===== src/rtl/nor_seq_if.sv =====
// nor_seq_if: groups the request, operand, result and external NOR-gate signals of nor_seq.
// Ports: start/op/a/b request an operation; nor_a/nor_b/nor_y connect to the shared external gates;
//        busy/done/result report progress and the final value. The master modport is the environment side.
interface nor_seq_if #(
   parameter int WIDTH = 8
);
   logic             start;
   logic [2:0]       op;
   logic [WIDTH-1:0] a;
   logic [WIDTH-1:0] b;
   logic [WIDTH-1:0] nor_a;
   logic [WIDTH-1:0] nor_b;
   logic [WIDTH-1:0] nor_y;
   logic             busy;
   logic             done;
   logic [WIDTH-1:0] result;

   modport master (
      output start, op, a, b, nor_y,
      input  nor_a, nor_b, busy, done, result
   );

   modport slave (
      input  start, op, a, b, nor_y,
      output nor_a, nor_b, busy, done, result
   );
endinterface


===== src/rtl/nor_seq.sv =====
// nor_seq: builds 8 logic functions from a sequence of single NORs on an external shared 7402 bank.
// Latency: accept edge, then one cycle per NOR step, then one DONE cycle (done pulse, busy still high).
// Backpressure: start is only sampled in IDLE; requests in STEP or DONE are ignored, not queued.
// Ports: clk, rst (async active-high); bus (slave modport): start/op/a/b in, nor_a/nor_b out, nor_y in,
//        busy/done/result out.
module nor_seq #(
   parameter int WIDTH = 8
) (
   input  logic      clk,
   input  logic      rst,
   nor_seq_if.slave  bus
);

   typedef enum logic [1:0] {S_IDLE, S_STEP, S_DONE} state_t;
   typedef enum logic [2:0] {SRC_A, SRC_B, SRC_T1, SRC_T2, SRC_T3} src_t;
   typedef enum logic [1:0] {DST_T1, DST_T2, DST_T3, DST_R} dst_t;

   state_t           r_state;
   state_t           w_next;
   logic [2:0]       r_cnt;
   logic [2:0]       r_op;
   logic [WIDTH-1:0] r_a;
   logic [WIDTH-1:0] r_b;
   logic [WIDTH-1:0] r_t1;
   logic [WIDTH-1:0] r_t2;
   logic [WIDTH-1:0] r_t3;
   logic [WIDTH-1:0] r_result;

   src_t             w_sx;
   src_t             w_sy;
   dst_t             w_dst;
   logic             w_last;
   logic [WIDTH-1:0] w_x;
   logic [WIDTH-1:0] w_y;

   function automatic logic [WIDTH-1:0] pick(input src_t s,
                                             input logic [WIDTH-1:0] a,  input logic [WIDTH-1:0] b,
                                             input logic [WIDTH-1:0] t1, input logic [WIDTH-1:0] t2,
                                             input logic [WIDTH-1:0] t3);
      case (s)
         SRC_A:   return a;
         SRC_B:   return b;
         SRC_T1:  return t1;
         SRC_T2:  return t2;
         default: return t3;
      endcase
   endfunction

   // Microcode: gate sources, destination and last-step flag for (op, step).
   // Counter values past an op's length are unreachable; they fall into the final step's entry.
   always_comb begin
      w_sx   = SRC_A;
      w_sy   = SRC_A;
      w_dst  = DST_R;
      w_last = 1'b1;
      case (r_op)
         3'b000: w_sy = SRC_B;
         3'b001: begin
            if (r_cnt == 3'd0) begin
               w_sy = SRC_B; w_dst = DST_T1; w_last = 1'b0;
            end else begin
               w_sx = SRC_T1; w_sy = SRC_T1;
            end
         end
         3'b010: ;
         3'b011: begin
            case (r_cnt)
               3'd0:    begin w_dst = DST_T1; w_last = 1'b0; end
               3'd1:    begin w_sx = SRC_B; w_sy = SRC_B; w_dst = DST_T2; w_last = 1'b0; end
               default: begin w_sx = SRC_T1; w_sy = SRC_T2; end
            endcase
         end
         3'b100: begin
            case (r_cnt)
               3'd0:    begin w_dst = DST_T1; w_last = 1'b0; end
               3'd1:    begin w_sx = SRC_B; w_sy = SRC_B; w_dst = DST_T2; w_last = 1'b0; end
               3'd2:    begin w_sx = SRC_T1; w_sy = SRC_T2; w_dst = DST_T3; w_last = 1'b0; end
               default: begin w_sx = SRC_T3; w_sy = SRC_T3; end
            endcase
         end
         3'b101, 3'b110: begin
            // XNOR prefix shared by both ops; XOR adds a final inversion through T1.
            case (r_cnt)
               3'd0:    begin w_sy = SRC_B; w_dst = DST_T1; w_last = 1'b0; end
               3'd1:    begin w_sy = SRC_T1; w_dst = DST_T2; w_last = 1'b0; end
               3'd2:    begin w_sx = SRC_B; w_sy = SRC_T1; w_dst = DST_T3; w_last = 1'b0; end
               3'd3:    begin
                  w_sx = SRC_T2; w_sy = SRC_T3;
                  if (r_op == 3'b110) begin
                     w_dst = DST_T1; w_last = 1'b0;
                  end
               end
               default: begin w_sx = SRC_T1; w_sy = SRC_T1; end
            endcase
         end
         default: begin
            if (r_cnt == 3'd0) begin
               w_dst = DST_T1; w_last = 1'b0;
            end else begin
               w_sx = SRC_T1; w_sy = SRC_T1;
            end
         end
      endcase
      w_x = pick(w_sx, r_a, r_b, r_t1, r_t2, r_t3);
      w_y = pick(w_sy, r_a, r_b, r_t1, r_t2, r_t3);
   end

   always_ff @(posedge clk or posedge rst) begin
      if (rst) r_state <= S_IDLE;
      else     r_state <= w_next;
   end

   always_comb begin
      w_next = r_state;
      case (r_state)
         S_IDLE:  if (bus.start) w_next = S_STEP;
         S_STEP:  if (w_last)    w_next = S_DONE;
         default: w_next = S_IDLE;
      endcase
   end

   // Outputs decode straight from state so reset clears them without a clock edge.
   always_comb begin
      bus.busy   = (r_state != S_IDLE);
      bus.done   = (r_state == S_DONE);
      bus.nor_a  = (r_state == S_STEP) ? w_x : '0;
      bus.nor_b  = (r_state == S_STEP) ? w_y : '0;
      bus.result = r_result;
   end

   always_ff @(posedge clk or posedge rst) begin
      if (rst) begin
         r_cnt    <= '0;
         r_op     <= '0;
         r_a      <= '0;
         r_b      <= '0;
         r_t1     <= '0;
         r_t2     <= '0;
         r_t3     <= '0;
         r_result <= '0;
      end else if (r_state == S_IDLE && bus.start) begin
         r_op  <= bus.op;
         r_a   <= bus.a;
         r_b   <= bus.b;
         r_cnt <= '0;
      end else if (r_state == S_STEP) begin
         case (w_dst)
            DST_T1:  r_t1     <= bus.nor_y;
            DST_T2:  r_t2     <= bus.nor_y;
            DST_T3:  r_t3     <= bus.nor_y;
            default: r_result <= bus.nor_y;
         endcase
         if (!w_last) r_cnt <= r_cnt + 3'd1;
      end
   end

endmodule


===== src/flat_wrapper.sv =====
// flat-port wrapper written by rule: the top's interface ports become plain ports
module nor_seq_flat 
#(
   parameter int WIDTH = 8
)
  (clk, rst, bus_start, bus_op, bus_a, bus_b, bus_nor_y, bus_nor_a, bus_nor_b, bus_busy, bus_done, bus_result);
  nor_seq_if #(.WIDTH(WIDTH)) bus_i ();
  input  logic clk;
  input  logic rst;
  input wire logic [$bits(bus_i.start)-1:0] bus_start;
  input wire logic [$bits(bus_i.op)-1:0] bus_op;
  input wire logic [$bits(bus_i.a)-1:0] bus_a;
  input wire logic [$bits(bus_i.b)-1:0] bus_b;
  input wire logic [$bits(bus_i.nor_y)-1:0] bus_nor_y;
  output wire logic [$bits(bus_i.nor_a)-1:0] bus_nor_a;
  output wire logic [$bits(bus_i.nor_b)-1:0] bus_nor_b;
  output wire logic [$bits(bus_i.busy)-1:0] bus_busy;
  output wire logic [$bits(bus_i.done)-1:0] bus_done;
  output wire logic [$bits(bus_i.result)-1:0] bus_result;
  assign bus_i.start = bus_start;
  assign bus_i.op = bus_op;
  assign bus_i.a = bus_a;
  assign bus_i.b = bus_b;
  assign bus_i.nor_y = bus_nor_y;
  assign bus_nor_a = bus_i.nor_a;
  assign bus_nor_b = bus_i.nor_b;
  assign bus_busy = bus_i.busy;
  assign bus_done = bus_i.done;
  assign bus_result = bus_i.result;
  nor_seq #(.WIDTH(WIDTH)) u_core (.clk(clk), .rst(rst), .bus(bus_i));
endmodule

===== config.mk =====
export PLATFORM = sky130hd
export DESIGN_NAME = nor_seq_flat
export DESIGN_NICKNAME = d
export VERILOG_FILES = /design/src/rtl/nor_seq_if.sv /design/src/rtl/nor_seq.sv /design/src/flat_wrapper.sv
export SDC_FILE = /design/constraint.sdc
export NUM_CORES = 1
export LEC_CHECK = 0
export BUFFER_PORTS_ARGS = -buffer_cell sky130_fd_sc_hd__buf_4
export CORE_ASPECT_RATIO = 2
export CORE_MARGIN = 10
export CORE_UTILIZATION = 61
export DETAILED_ROUTE_END_ITERATION = 7
export HOLD_SLACK_MARGIN = 0.08
export PLACE_DENSITY = 0.95
export SLEW_MARGIN = 20
export SYNTH_ARGS = -nofsm -noshare
export SYNTH_HDL_FRONTEND = slang
export SYNTH_SLANG_ARGS = --single-unit

===== constraint.sdc =====
create_clock -name clk -period 4.2 [get_ports clk]
set_input_delay 0.42 -clock clk [delete_from_list [all_inputs] [get_ports clk]]
set_output_delay 0.42 -clock clk [all_outputs]
set_load 0.005 [all_outputs]

# ---- Word-level counts from Yosys, hierarchy flattened
# Cells that the tools add are included.
dict set report word_totals {
  ff_bits 56
  inputBits 30
  output_inout_bits 26
}
dict set report classes {
  n_addsub 1
  n_eq_ne 22
  muxes 32
  n_bitwise 2
  reduce_logical 20
}
# cell n
set op_table {}
lappend op_table {{8-bit one-hot mux with 4 select lines} 2}
lappend op_table {{3-bit by 2-bit equality test with 1-bit output (second input constant)} 8}
lappend op_table {{3-bit one-hot mux with 3 select lines} 2}
lappend op_table {{3-bit one-hot mux with 6 select lines} 1}
lappend op_table {{8-bit two-way mux} 2}
lappend op_table {{2-bit one-hot mux with 2 select lines} 4}
lappend op_table {{2-bit one-hot mux with 4 select lines} 2}
lappend op_table {{3-bit by 1-bit equality test with 1-bit output (second input constant)} 4}
lappend op_table {{3-bit logical NOT} 4}
lappend op_table {{2-bit two-way mux} 6}
lappend op_table {{2-bit one-hot mux with 3 select lines} 2}
lappend op_table {{3-bit one-hot mux with 4 select lines} 1}
lappend op_table {{3-bit AND reduction} 4}
lappend op_table {{3-bit equality test (second input constant)} 3}
lappend op_table {{3-bit two-way mux} 3}
lappend op_table {{3-bit one-hot mux with 2 select lines} 1}
lappend op_table {{2-bit OR reduction} 3}
lappend op_table {{3-bit OR reduction} 2}
lappend op_table {{2-bit by 1-bit equality test with 1-bit output (second input constant)} 2}
lappend op_table {{2-bit equality test (second input constant)} 2}
lappend op_table {{2-bit logical NOT} 2}
lappend op_table {{1-bit two-way mux} 4}
lappend op_table {{2-bit != test (second input constant)} 2}
lappend op_table {{1-bit one-hot mux with 4 select lines} 1}
lappend op_table {{7 further kinds} 10}

# ---- Logic depth before layout (Yosys ltp)
# Gate-level depths: netlist (run 1).
dict set report logic_depth {
  word_depth 8
  ltp_mapped 11
  ltp_nobuf 8
}

# ---- Worst setup path before layout (run 1)
# Ideal clock, no wire load.
dict set report synth_timing {
  path_type {reg2out}
  startpoint {register u_core.r_cnt[0]}
  endpoint {output bus_nor_a[6]}
  arrival_ps 2417
  required_ps 3780
  path_slack_ps 1363
  stages_incl_launch_ff 11
  n_path_buf 2
  cell_sequence {dfrtp_1 > ha_1 > ha_1 > buf_2 > or2_2 > o32ai_1 > o21a_1 > buf_4 > nor2_4 > a2111oi_0 > a211oi_1}
}
dict set report synth_via {
  elab_chain_len 7
  word_cells_on_any_way 16
}
# element line
set synth_lines {}
lappend synth_lines {{start, declared} nor_seq.sv:20} ;# logic [2:0] r_cnt;
lappend synth_lines {{start signal, assigned} nor_seq.sv:153} ;# if (!w_last) r_cnt <= r_cnt + 3'd1;
lappend synth_lines {{3-bit by 1-bit equality test with 1-bit output or 3-bit logical NOT (tied branches)} --}
lappend synth_lines {{2-bit OR reduction (no source line)} --}
lappend synth_lines {{2-bit one-hot mux with 3 select lines} nor_seq.sv:83} ;# case (r_cnt)
lappend synth_lines {{3-bit one-hot mux with 4 select lines *} nor_seq.sv:56} ;# case (r_op)
lappend synth_lines {{3-bit by 2-bit equality test with 1-bit output (tied with other cells)} nor_seq.sv:40} ;# case (s)
lappend synth_lines {{8-bit one-hot mux with 4 select lines *} nor_seq.sv:40}
lappend synth_lines {{8-bit two-way mux *} nor_seq.sv:126} ;# bus.nor_a = (r_state == S_STEP) ? w_x : '0;
lappend synth_lines {{end, declared} flat_wrapper.sv:15} ;# output wire logic [$bits(bus_i.nor_a)-1:0] bus_nor_a;
# Mark *: on every way between the ends. The rest lies on a longest branch, timed or not.

# ---- Final worst setup path (run 1)
dict set report layout_timing {
  startpoint {register u_core.r_cnt[2]}
  endpoint {output bus_nor_a[6]}
}
# Same word-level chain as after synthesis.

==> summary.md, run 1 <==
| Metric | Value |
|---|---|
| CP max FO | `15` |
| Largest net degree at the start of global routing | `46` |
| Cell count after synthesis | `316` |
| CTS sink cnt | `56` |
| Ant. Diodes | `0` |
| DRC | `0` |
| Hold path cells | `3` |
| Area Growth Syn to Fin | `15.9%` |
| Post-route setup slack | `0.320 ns` |
| Initial Util | `62.4%` |
| R2R setup slack | `0.66 ns` |
| Clk Latency, worst-skew pair | `0.32 ns` |
| Hold Fails Final Rpt | `0` |
| Post-DRT Antenna Nets | `0` |
| Relative slew slack | `34.6%` |
| Setup TNS | `0 ns` |
| DP Wirelength | `7360 um` |
| Gpl congestion | `0.936` |
| Slew @ Worst Pin | `0.981 ns` |
| Tmin final | `3.88 ns` |
| Clock Path Buffers | `2` |
| Clk slew on worst S/H paths | `0.10 ns` |
| Post-synth EDFFs | `0` |
| Count leader, synth | `dfrtp_1` |
| # rows | `38` |
| Critical path class | `reg2out` |
| DR iter-0 viols | `273` |
| Top cells by area, synth | `dfrtp_1 42%, mux2_2 16%, o21ai_0 4.6%` |
| Post-synthesis register bit count | `56` |
| Outcome | `complete, no violations` |
| Crit end category | `primary output` |
| Setup WS pre-CTS | `0.743 ns` |
| R2R depth | `8` |
| Post-CTS Setup Inserts | `0` |
| Area leader, netlist | `dfrtp_1` |
| Most instantiated cells after synthesis | `56 x dfrtp_1, 48 x mux2_2, 31 x o21ai_0` |
| Setup-failing EPs final | `0` |
| Post-Syn Area | `3350 um2` |
| Max H-tree Level | `2` |
| CP required | `3.78 ns` |
| Pins over their slew limit | `0` |
| Primary FF master, synth | `dfrtp_1` |
| Via count | `2921` |
| Share of cells above drive strength 1 | `33.5%` |
| Final Util | `72.3%` |
| Syn Nets | `352` |
| Synth Area per Inst | `10.6 um2` |
| LEAKAGE | `1.63 nW` |
| YS warnings | `0` |
| Startpoint types | `flop` |
| Clock skew | `0.0101 ns` |
| CTS Hold Bufs | `1` |
| Seq/Total Area, Yosys | `41.8%` |
| RSZ-0062 raised after global routing | `no` |
| WP data arrival | `3.46 ns` |
| Total power | `3.46 mW` |
| GRT Total Usage | `22.4%` |
| Vias/cell | `6.84` |
| GRT overflow | `0` |
| Root Buffer | `clkbuf_8` |
| Vias in the first global route | `3003` |
| Die H | `125 um` |
| Num CTS Buffers | `5` |
| DR WL/cell | `23.3 um` |
| First-pass GRT wire length | `15900 um` |
| Routed wire length | `9960 um` |
| Worst hold path class | `in2reg` |
| Peak Freq | `258 MHz` |
| NumNets Final | `402` |
| Core area | `5370 um2` |
| IO Pins | `56` |
| Placed Area | `3780 um2` |
| Post-route cell area | `3880 um2` |
| Pwr dens | `891 nW/um2` |
| Antenna violations before repair | `0` |
| First drt pass iteration count | `7` |
| Peak VDD IR | `0.585 mV` |
| Max Cap Viol | `0` |
| Async S/R FF share, synth | `100%` |
| Final Cycle Share | `92.4%` |
| CTS tree | `built` |
| Synth top area share | `41.8%` |
| Width of the die | `72.4 um` |
| Die ar. | `9040 um2` |
| Post-cts gate resize count | `0` |
| I/O Buffers | `55` |
| Netlist cell types | `49` |
## per-stage QoR
| step | std cells | hold slack [ns] |
|---|---|---|
| after floorplan | 316 | 0.475 |
| after global placement | 418 | 0.357 |
| after detailed placement | 418 | 0.366 |
| after CTS | 427 | 0.292 |
| after global routing | 427 | 0.303 |
| final | 427 | 0.299 |
## report_power, final
group	total (mW)	switching (mW)	internal, mW
clock network	0.308	0.174	0.134
registers	1.12	0.311	0.811
logic	2.03	1.05	0.981
## routing by layer
| metal | track usage (%) | up-vias | part of all wire, % |
|---|---|---|---|
| met4 | 12.9 | 0 | 6.4 |
| met1 | 22.7 | 1418 | 33 |
| li1 | - | 1292 | - |
| met5 | 0 | - | 0 |
| met2 | 39.9 | 158 | 54 |
| met3 | 4.70 | 53 | 6.0 |
## layout make-up
| cell class | count | area (um2) |
|---|---|---|
| Clock buffer | 7 | 86.3 |
| Sequential cell | 56 | 1400 |
| Clock inverter | 1 | 7.51 |
| Timing Repair Buffer | 60 | 453 |
| Tap cell | 60 | 75.1 |
| Multi-Input combinational cell | 236 | 1830 |
| Fill cell | 409 | 1490 |
| Inverter | 7 | 26.3 |
## final timing paths
kind | start | endpoint
hold / removal | bus_op[1] | u_core.r_op[1]
setup / recovery | u_core.r_cnt[2] | bus_nor_a[6]
setup reg to reg | u_core.r_cnt[2] | u_core.r_t3[1]
hold reg to reg | u_core.bus.result[3] | u_core.bus.result[3]
max in group asynchronous | rst | u_core.r_a[1]
min in group asynchronous | rst | u_core.r_b[6]
## critical path: stages (launching register included)
cell and delay (ns):
dfrtp_1 0.65, inv_1 0.18, ha_1 0.33, or2_2 0.33
o32ai_1 0.34, o21a_1 0.35, nor2_4 0.14, a2111oi_0 0.47
a211oi_1 0.15, buf_4 0.18
## layout by cell type (no fill, tap or decap), drive strengths merged, types with 2 or more instances in the layout
cell and instances:
o211ai 9, a211o 7, ha 6, a221oi 8, o21ai 35, mux2 52, nor3 3, nand2 11
nand2b 6, o221ai 2, a22o 2, a21boi 4, nand3 20, a211oi 2, dfrtp 56, buf 59
inv 7, nor2b 10, a21oi 6, nor2 10, clkbuf 7, mux2i 14, o21a 5, o21bai 3
o22ai 6
## registers in the layout, summed over array words and instances (netlist names)
name	flops
u_core.bus.result	8
u_core.r_a	8
u_core.r_b	8
u_core.r_t1	8
u_core.r_t2	8
u_core.r_t3	8
u_core.r_cnt	3
u_core.r_op	3
u_core.r_state	2
## cell families (layout without fill, tap and decap cells)
logic type,count (synthesis),count (layout),synth area share [%]
flops,56,56,41.8
mux,67,67,22.6
fa+ha+maj,6,6,2.24
simple gates,68,68,11.0
buf+inv,24,75,3.44
compound gates,95,95,18.9
Power figures use the tool's default switching activity.
==> run 2: changes to the inputs <==
--- a/config.mk
+++ b/config.mk
@@ -6,9 +6,11 @@
 export NUM_CORES = 1
 export LEC_CHECK = 0
 export BUFFER_PORTS_ARGS = -buffer_cell sky130_fd_sc_hd__buf_4
+export CELL_PAD_IN_SITES_DETAIL_PLACEMENT = 0
+export CELL_PAD_IN_SITES_GLOBAL_PLACEMENT = 1
 export CORE_ASPECT_RATIO = 2
 export CORE_MARGIN = 10
-export CORE_UTILIZATION = 61
+export CORE_UTILIZATION = 48
 export DETAILED_ROUTE_END_ITERATION = 7
 export HOLD_SLACK_MARGIN = 0.08
 export PLACE_DENSITY = 0.95
==> run 2 against run 1 <==
  * The run now ends with DRC left
  * Flip-flop and latch count unchanged
  * Wire length decreased by 2.5%
  * Via count decreased by 2.5%
  * Worst setup slack improved by 0.028 ns
  * Largest cell class unchanged
==> summary.md, run 2 (synthesis results as in run 1) <==
| Metric | Value |
|---|---|
| Relative slew slack | `53.1%` |
| Pwr dens | `890 nW/um2` |
| Num CTS Buffers | `5` |
| Worst reg2reg path endpoint | `u_core.r_t1[0]` |
| Post-CTS Setup Inserts | `0` |
| Width of the die | `79.1 um` |
| Startpoint types | `flop` |
| Commonest cells after routing, fill and taps aside | `61 x buf_4, 56 x dfrtp_1, 48 x mux2_2` |
| First drt pass iteration count | `8` |
| GRT Total Usage | `17.6%` |
| I/O Buffers | `55` |
| Area Growth Syn to Fin | `18.6%` |
| Peak VDD IR | `0.529 mV` |
| Clk slew on worst S/H paths | `0.07 ns` |
| Post-DRT Antenna Nets | `0` |
| NumNets Final | `403` |
| Final Cycle Share | `91.7%` |
| Root Buffer | `clkbuf_16` |
| Crit end category | `primary output` |
| Total power | `3.54 mW` |
| CP max FO | `15` |
| First-pass GRT wire length | `15300 um` |
| Die H | `138 um` |
| RSZ-0062 raised after global routing | `no` |
| DR iter-0 viols | `342` |
| Outcome | `finished, violations left` |
| Vias/cell | `6.23` |
| LEAKAGE | `1.66 nW` |
| Clk Latency, worst-skew pair | `0.30 ns` |
| Commonest non-fill, non-tap cell in the layout | `buf_4` |
| CTS tree | `built` |
| DR WL/cell | `21.2 um` |
| Peak Freq | `260 MHz` |
| CTS sink cnt | `56` |
| Hold Fails Final Rpt | `0` |
| Post-cts gate resize count | `0` |
| Antenna violations before repair | `0` |
| Setup TNS | `0 ns` |
| DP Wirelength | `7460 um` |
| WP data arrival | `3.43 ns` |
| Setup crit start | `u_core.r_cnt[2]` |
| Via count | `2849` |
| Clock skew | `0.00207 ns` |
| IO Pins | `56` |
| Worst hold path class | `in2async` |
| Ant. Diodes | `0` |
| RR Startpoint | `u_core.r_cnt[2]` |
| Initial Util | `48.7%` |
| Slew @ Worst Pin | `0.699 ns` |
| Vias in the first global route | `2986` |
| Max Cap Viol | `0` |
| Gpl congestion | `0.903` |
| Failing checks | `DRC` |
| Die ar. | `10900 um2` |
| CP required | `3.78 ns` |
| Critical path class | `reg2out` |
| R2R setup slack | `1.04 ns` |
| DRC | `1` |
| Share of cells above drive strength 1 | `34.1%` |
| Largest net degree at the start of global routing | `37` |
| Core area | `6890 um2` |
| CTS Hold Bufs | `0` |
| GRT overflow | `0` |
| R2R depth | `8` |
| Tmin final | `3.85 ns` |
| Clock Path Buffers | `2` |
| Setup-failing EPs final | `0` |
| Crit path to | `bus_nor_a[6]` |
| Max H-tree Level | `2` |
| # rows | `43` |
| Routed wire length | `9710 um` |
| Pins over their slew limit | `0` |
-- run 2: worst min path at each step --
stage / startpoint / end / slack (ns)
finish: rst / u_core.r_b[6] / 0.15
global placement: rst / u_core.bus.result[6] / 0.48
detailed placement: rst / u_core.bus.result[7] / 0.48
floorplan: u_core.r_t3[2] / u_core.r_t3[2] / 0.47
global route: rst / u_core.r_a[6] / 0.19
CTS: rst / u_core.bus.result[7] / 0.16
-- run 2: worst max-delay path, cell delays in order (launching register included) --
cell and delay, ns:
dfrtp_1 0.63, inv_1 0.17, ha_1 0.33, or2_2 0.34
o32ai_1 0.35, o21a_1 0.33, nor2_4 0.15, a2111oi_0 0.51
a211oi_1 0.14, buf_4 0.17
-- run 2: cell type report --
cell class	instances	area [um2]
fill	641	2910
multi-input combinational	236	1830
sequential	56	1400
timing repair buffer	61	458
clock buffer	5	125
tap	90	113
inverter	7	26.3
clock inverter	2	16.3
-- run 2: per-layer routing --
metal  up-vias  track usage, %  routed length, um  part of all wire, %
met5         -               0                  0                    0
met4         0            12.6                465                  4.8
met3        35            3.31                434                  4.5
met2       101            31.9               5410                   56
met1      1426            16.8               3400                   35
li1       1287               -                  -                    -
-- run 2: power by group --
group          internal [mW]  switching (mW)  total (mW)
Clock                  0.220           0.192       0.412
Combinational          0.988            1.02        2.01
Sequential             0.812           0.304        1.12
-- run 2: metrics by stage --
stage	utilization [%]	cells	worst slack (ns)	hold slack (ns)	instance area, um2
floorplan	-	316	1.36	0.475	3350
global placement	55.7	450	0.809	0.479	3830
detailed placement	55.7	450	0.740	0.482	3830
CTS	57.7	457	0.415	0.165	3970
global route	57.7	457	0.144	0.187	3970
finish	57.7	457	0.348	0.150	3970
==> run 3: changes to the inputs <==
--- a/config.mk
+++ b/config.mk
@@ -5,7 +5,7 @@
 export SDC_FILE = /design/constraint.sdc
 export NUM_CORES = 1
 export LEC_CHECK = 0
-export BUFFER_PORTS_ARGS = -buffer_cell sky130_fd_sc_hd__buf_4
+export BUFFER_PORTS_ARGS = -buffer_cell sky130_fd_sc_hd__buf_2
 export CELL_PAD_IN_SITES_DETAIL_PLACEMENT = 0
 export CELL_PAD_IN_SITES_GLOBAL_PLACEMENT = 1
 export CORE_ASPECT_RATIO = 2
==> run 3 against run 2 <==
  * The run now ends clean
  * Critical path type unchanged
  * Non-clock buffer count stayed put
  * Wire length fell by 1.8%
  * Die area is the same
  * Largest cell class unchanged
==> summary.md, run 3 (synthesis results as in run 1) <==
| Metric | Value |
|---|---|
| Gpl congestion | `0.911` |
| Total power | `3.50 mW` |
| LEAKAGE | `1.64 nW` |
| Die ar. | `10900 um2` |
| Slew @ Worst Pin | `0.692 ns` |
| GRT Total Usage | `17.6%` |
| Clk Latency, worst-skew pair | `0.30 ns` |
| Number of buffers and inverters on the critical path | `2` |
| Critical path class | `reg2out` |
| Max H-tree Level | `2` |
| WHS | `0.300 ns` |
| Final Cycle Share | `90.1%` |
| WP data arrival | `3.37 ns` |
| GRT overflow | `0` |
| Tmin final | `3.79 ns` |
| Dpl cells | `450` |
| Peak Freq | `264 MHz` |
| Crit path to | `bus_nor_b[6]` |
| IO Pins | `56` |
| Final Util | `56.1%` |
| Crit end category | `primary output` |
| Pins over their slew limit | `0` |
| Share of cells above drive strength 1 | `34.2%` |
| Worst reg2reg path endpoint | `u_core.r_t1[7]` |
| Commonest non-fill, non-tap cell in the layout | `dfrtp_1` |
| # rows | `43` |
| Hold Fails Final Rpt | `0` |
| Setup-failing EPs final | `0` |
| CTS Hold Bufs | `0` |
| Area Growth Syn to Fin | `15.4%` |
| Initial Util | `48.7%` |
| DRC | `0` |
| Post-route insts no fill | `458` |
| NumNets Final | `403` |
| DR WL/cell | `20.8 um` |
| Crit-path cells | `inv_1 -> ha_1 -> nor2b_1 -> a22o_1 -> a41o_1 -> mux2_4 -> a221oi_1 -> a21oi_1 -> buf_2` |
| RSZ-0062 raised after global routing | `no` |
| Largest net degree at the start of global routing | `57` |
| Placed Area | `3690 um2` |
| R2R depth | `8` |
| CP required | `3.78 ns` |
| Post-route cell area | `3870 um2` |
| Clock skew | `0.00651 ns` |
| Via count | `2842` |
| RR Startpoint | `u_core.r_cnt[2]` |
| Max Cap Viol | `0` |
| Setup TNS | `0 ns` |
| Die H | `138 um` |
| Width of the die | `79.1 um` |
| Levels on crit path | `9` |
| Setup crit start | `u_core.r_cnt[0]` |
| First drt pass iteration count | `6` |
| Post-CTS Setup Inserts | `0` |
| Root Buffer | `clkbuf_16` |
| CTS tree | `built` |
| Setup WS pre-CTS | `0.777 ns` |
| Crit-path leading delay family | `compound AO/OA/AOI/OAI gates` |
| Post-cts gate resize count | `0` |
| CP max-delay cell | `a41o_1` |
| Core area | `6890 um2` |
| Startpoint types | `flop` |
| I/O Buffers | `55` |
| Num CTS Buffers | `5` |
| Peak VDD IR | `0.491 mV` |
| First-pass GRT wire length | `15300 um` |
| DR iter-0 viols | `288` |
| Relative slew slack | `53.9%` |
| Outcome | `complete, no violations` |
| Worst hold path class | `in2async` |
| Clock Path Buffers | `2` |
| Ant. Diodes | `0` |
| Clk slew on worst S/H paths | `0.07 ns` |
| Post-DRT Antenna Nets | `0` |
| CTS sink cnt | `56` |
| Delay of the slowest cell on the worst path | `0.51 ns` |
| Antenna violations before repair | `0` |
| R2R setup slack | `0.95 ns` |
| CP max FO | `10` |
| Vias/cell | `6.21` |
| Post-route setup slack | `0.414 ns` |
| Routed wire length | `9540 um` |
| Vias in the first global route | `3015` |
| DP Wirelength | `7350 um` |
| Pwr dens | `904 nW/um2` |
| Commonest cells after routing, fill and taps aside | `56 x dfrtp_1, 55 x buf_2, 48 x mux2_2` |
==> run 3: cell count changes in the layout (fill, tap and decap cells not counted) <==
| cell | previous run | this run |
|---|---|---|
| buf_2 | 0 | 55 |
| buf_4 | 61 | 6 |
| bufinv_16 | 0 | 1 |
==> run 3: final cells by class <==
| cell class | instances | area [um2] |
|---|---|---|
| Fill cell | 669 | 3020 |
| Multi-Input combinational cell | 236 | 1830 |
| Sequential cell | 56 | 1400 |
| Timing Repair Buffer | 61 | 320 |
| Clock buffer | 5 | 125 |
| Tap cell | 90 | 113 |
| Clock inverter | 3 | 46.3 |
| Inverter | 7 | 26.3 |
==> run 3: layer usage <==
layer  track usage (%)  vias up  wire length, um
li1                  -     1291                -
met1              17.5     1400             3380
met5                 0        -                0
met4              11.7        0              460
met3              1.88       39              301
met2              32.4      112             5390
==> run 3: worst min-delay path by stage <==
stage	from	end
2_1_floorplan	u_core.r_t3[2]	u_core.r_t3[2]
3_3_place_gp	u_core.bus.result[3]	u_core.bus.result[3]
3_5_place_dp	u_core.bus.result[4]	u_core.bus.result[4]
4_1_cts	bus_op[0]	u_core.r_op[0]
5_1_grt	bus_op[0]	u_core.r_op[0]
6_report	rst	u_core.r_b[7]
==> run 3: power breakdown <==
part	internal [mW]	switching, mW
Clock	0.284	0.198
Sequential	0.812	0.279
Combinational	0.900	1.02
Total	2.00	1.50
==> run 3: worst register-to-register path, cell delays in order, from the launching register on <==
cell and delay (ns):
dfrtp_1 0.63, inv_1 0.19, ha_1 0.33, or2_2 0.33
o21bai_1 0.17, o221ai_1 0.38, nand3_1 0.19, nor2_2 0.49
mux2_2 0.41
